**src/rtl/registro_pipe.sv**
```systemverilog
// Elastic DEPTH-stage register pipeline with valid/ready on both sides.
// Bubbles collapse under backpressure; clr flushes valids and occupancy.
module registro_pipe #(
    parameter int unsigned      WIDTH       = 5,
    parameter int unsigned      DEPTH       = 4,
    parameter logic [WIDTH-1:0] RESET_VALUE = '0
) (
    input  logic                         clk,
    input  logic                         reset_n,
    input  logic                         clr,
    input  logic                         in_valid,
    output logic                         in_ready,
    input  logic [WIDTH-1:0]             dd,
    output logic                         out_valid,
    input  logic                         out_ready,
    output logic [WIDTH-1:0]             qq,
    output logic [$clog2(DEPTH+1)-1:0]   occupancy
);

    localparam int unsigned OW = $clog2(DEPTH + 1);

    logic [WIDTH-1:0] d [DEPTH];
    logic [DEPTH-1:0] v;
    logic [DEPTH-1:0] mv;
    logic [DEPTH-1:0] ld;
    logic             accept;
    logic             drain;

    // Move chain is resolved from the output backwards so a stage can
    // advance into a slot that is being vacated in the same cycle.
    always_comb begin
        mv          = '0;
        mv[DEPTH-1] = v[DEPTH-1] & out_ready;
        for (int unsigned k = 1; k < DEPTH; k++) begin
            mv[DEPTH-1-k] = v[DEPTH-1-k] & (~v[DEPTH-k] | mv[DEPTH-k]);
        end
    end

    always_comb begin
        in_ready = ~clr & (~v[0] | mv[0]);
        accept   = in_valid & in_ready;
        drain    = mv[DEPTH-1];
        ld       = '0;
        ld[0]    = accept;
        for (int unsigned k = 1; k < DEPTH; k++) begin
            ld[k] = mv[k-1];
        end
    end

    always_ff @(posedge clk or negedge reset_n) begin
        if (!reset_n) begin
            v <= '0;
        end else if (clr) begin
            v <= '0;
        end else begin
            for (int unsigned k = 0; k < DEPTH; k++) begin
                v[k] <= ld[k] | (v[k] & ~mv[k]);
            end
        end
    end

    // Data loads are suppressed during clr so flushed contents stay put.
    always_ff @(posedge clk or negedge reset_n) begin
        if (!reset_n) begin
            for (int unsigned k = 0; k < DEPTH; k++) begin
                d[k] <= RESET_VALUE;
            end
        end else if (!clr) begin
            if (ld[0]) begin
                d[0] <= dd;
            end
            for (int unsigned k = 1; k < DEPTH; k++) begin
                if (ld[k]) begin
                    d[k] <= d[k-1];
                end
            end
        end
    end

    always_ff @(posedge clk or negedge reset_n) begin
        if (!reset_n) begin
            occupancy <= '0;
        end else if (clr) begin
            occupancy <= '0;
        end else begin
            unique case ({accept, drain})
                2'b10:   occupancy <= occupancy + OW'(1);
                2'b01:   occupancy <= occupancy - OW'(1);
                default: occupancy <= occupancy;
            endcase
        end
    end

    assign out_valid = v[DEPTH-1];
    assign qq        = d[DEPTH-1];

endmodule

```
**config.mk**
```make
export PLATFORM = sky130hd
export DESIGN_NAME = registro_pipe
export DESIGN_NICKNAME = d
export VERILOG_FILES = /design/src/rtl/registro_pipe.sv
export SDC_FILE = /design/constraint.sdc
export NUM_CORES = 1
export LEC_CHECK = 0
export CAP_MARGIN = 40
export CORE_MARGIN = 10
export CORE_UTILIZATION = 50
export CTS_CLUSTER_SIZE = 40
export DETAILED_ROUTE_END_ITERATION = 6
export PLACE_DENSITY = 0.75
export SLEW_MARGIN = 10
export SYNTH_ARGS = -nofsm -noshare
export SYNTH_HDL_FRONTEND = slang
export SYNTH_SLANG_ARGS = --single-unit
```
**constraint.sdc**
```tcl
create_clock -name clk -period 2.3 [get_ports clk]
set_input_delay 0.23 -clock clk [delete_from_list [all_inputs] [get_ports clk]]
set_output_delay 0.23 -clock clk [all_outputs]
set_load 0.02 [all_outputs]
```
==> results of run 1 <==
==> cell usage after synthesis, types with 2 or more instances <==
| library cell | instances |
|---|---|
| a31oi_1 | 3 |
| nor2b_1 | 3 |
| a21oi_1 | 2 |
| clkbuf_1 | 2 |
| a311oi_1 | 2 |
| nor2_1 | 9 |
| mux2_4 | 5 |
| mux2_2 | 17 |
| nand3_1 | 2 |
| dfrtp_1 | 27 |
| buf_4 | 5 |
| inv_1 | 3 |
==> placed cells by master (no fill, tap or decap), drive strengths merged, types with 3 or more instances in the layout <==
master / netlist / final
clkbuf: 2 / 3
nor2: 9 / 9
a31oi: 3 / 3
nor2b: 4 / 4
inv: 3 / 3
dfrtp: 27 / 27
clkdlybuf4s50: 0 / 19
buf: 7 / 6
mux2: 22 / 22
==> power groups by stage <==
stage / sequential, uW / clock, uW / combinational, uW
floorplan: 644 / 0 / 238
global placement: 653 / 0 / 311
detailed placement: 664 / 0 / 324
CTS: 653 / 216 / 325
global route: 665 / 238 / 343
finish: 650 / 209 / 318
==> logic make-up (layout without fill, tap and decap cells) <==
kind of cell / after synthesis / count (layout) / share of synthesized area [%]
AOI/OAI and AO/OA: 14 / 14 / 9.07
adders and majority gates: 1 / 1 / 1.58
buffers and inverters: 12 / 32 / 5.72
DFF: 27 / 27 / 53.3
muxes: 22 / 22 / 21.0
and+or+nand+nor: 21 / 21 / 9.37
==> per-stage QoR <==
| stage | utilization [%] | power (uW) | cells | area, um2 | setup WS (ps) |
|---|---|---|---|---|---|
| 2_1_floorplan | - | 882 | 97 | 1270 | 301 |
| 3_3_place_gp | 60.3 | 964 | 143 | 1480 | 71.9 |
| 3_5_place_dp | 60.3 | 988 | 143 | 1480 | 17.8 |
| 4_1_cts | 61.5 | 1190 | 147 | 1510 | 203 |
| 5_1_grt | 61.5 | 1250 | 147 | 1510 | 100 |
| 6_report | 61.5 | 1180 | 147 | 1510 | 209 |
==> final timing paths <==
| path | endpoint | slack [ps] | cells after the start |
|---|---|---|---|
| max | in_ready | 210 | 6 |
| min | d[10]$_DFFE_PN0P_ | 240 | 2 |
| max reg2reg | occupancy[2]$_DFFE_PN0P_ | 420 | 6 |
| min reg2reg | qq[2]$_DFFE_PN0P_ | 520 | 1 |
| max in group asynchronous | v[3]$_DFF_PN0_ | 1810 | 2 |
| min in group clk | d[16]$_DFFE_PN0P_ | 500 | 2 |
==> critical path, stage by stage <==
cell and delay, ps:
clkdlybuf4s50_1 480, buf_4 160, nand2b_1 200, nor2_1 80, nor2_1 90, clkdlybuf4s50_1 620
==> metal layers <==
layer	share of wire, %	wire [um]
met5	0	0
met4	1.1	24
met3	6.6	144
met2	50	1080
met1	43	928
==> layout make-up <==
type	count	area (um2)	share of cell area (%)
Sequential cell	27	676	44.7
Clock buffer	3	22.5	1.49
Clock inverter	1	7.51	0.497
Timing Repair Buffer	25	235	15.6
Inverter	3	11.3	0.746
Multi-Input combinational cell	58	520	34.5
Tap cell	30	37.5	2.49
==> registers in the layout, indices dropped and copies added, names as in the netlist <==
signal / flops
v: 4
qq: 5
occupancy: 3
d: 15
==> reports/qor.yml, run 1 <==
clock_sinks: 27
critPathCaptureType: "output port"
fillers: 193
hold-worst-slack_ps: 241
fin_nets: 129
vias: 780
num_antenna_cells: 0
die_y_um: 70.4
avgViaCountPerCell: 5.31
coreArea_um2: 2450
crit_fanout: 7
leakage_uw: 0.000667
setup-violations-final: 0
fin_crit_sh_pct: 90.9
row_count: 18
clockPowerShare_pct: 17.8
cts_buffers: 3
ant_nets: 0
crit_type: "primary input to output port"
r2r_start: "v[3]$_DFF_PN0_"
synthToLayoutAreaGrowth_pct: 19.0
fmax_mhz: 478
worstMarginPinSlew_ps: 331
fin_tns_setup_ps: 0
gp_congestion: 0.781
drt_first_iter_violations: 24
irDropWorstVdd_mv: 0.526
layout-drive-gt1-share_pct: 31.6
grt-busiest-layer: "met2"
grt_pass1_vias: 814
yosys-top-cells-area: "dfrtp_1 53%, mux2_2 15%, mux2_4 5.9%"
critPathLaunch: "out_ready"
insertion_delay_ps: 330
cp.arrival_ps: 1860
ys_warn_count: 0
cts_tree: "built"
syn_nets: 108
grt_setup_unrepaired: "false"
wl_per_cell_um: 14.8
hold_path_class: "primary input to asynchronous set/reset pin"
post_cts_resized: 0
synth_cell_types: 29
fp.dieW_um: 70.4
grt-ovfl-total: 0
dp_hpwl_mm: 1.69
io_buffers: 19
synth_seq_area_share_pct: 53.3
fin_skew_ps: 3.80
ios: 20
routed_wl_mm: 2.18
p_int_uw: 847
synth_top_area_share_pct: 53.3
start_util_pct: 51.7
fin_crit_ps: 2090
htree_levels: 1
hold_viol: 0
cts_setup_buffers: 0
outcome: "finished clean"
die_area_um2: 4950
p_switching_uw: 331
grt_use_met3_pct: 2.97
synth_flop_cell: "dfrtp_1"
grt_max_degree: 28
syn_avg_cell_area_um2: 13.1
slew_violations: 0
synth-seq-cells: 27
cts_hold_repair.buffers: 0
ctsLongestPathBuffers: 2
netlist_area_um2: 1270
cp_data_required_time_ps: 2070
critPathLaunchType: "primary input"
met1_usage_pct: 10.7
met2_usage_pct: 14.4
pwr-share-comb_pct: 27.0
seq_power_share_pct: 55.2
synth_edf_count: 0
switching_share_pct: 28.1
max_cap_violations: 0
synth_top_cell_by_area: "dfrtp_1"
grt_pass1_wl_mm: 3.73
drtPass1Iterations: 4
slew_headroom_pct: 77.9
power_density_nw_per_um2: 780
antenna_found_initial: 0
synthArstFlopShare_pct: 100
cts.reportedPaths.clkPinSlew_ps: 150
syn_inst: 97
ctsRootBufferMaster: "clkbuf_4"
track_usage_pct: 9.03
drc: 0
No activity file was read; power rests on OpenSTA's default activity.
==> inputs of run 2 (changes only) <==
==> constraint.sdc (replaced) <==
create_clock -name clk -period 2.3 [get_ports clk]
set_input_delay 0.23 -clock clk [delete_from_list [all_inputs] [get_ports clk]]
set_output_delay 0.23 -clock clk [all_outputs]
set_load 0.005 [all_outputs]
==> results of run 2 <==
Same layout as run 1 (identical final DEF). Status: finished clean.
Among the figures that moved: setup slack after layout 209 ps -> 311 ps; total power 1180 uW -> 1130 uW; worst IR drop on VDD 0.526 mV -> 0.513 mV
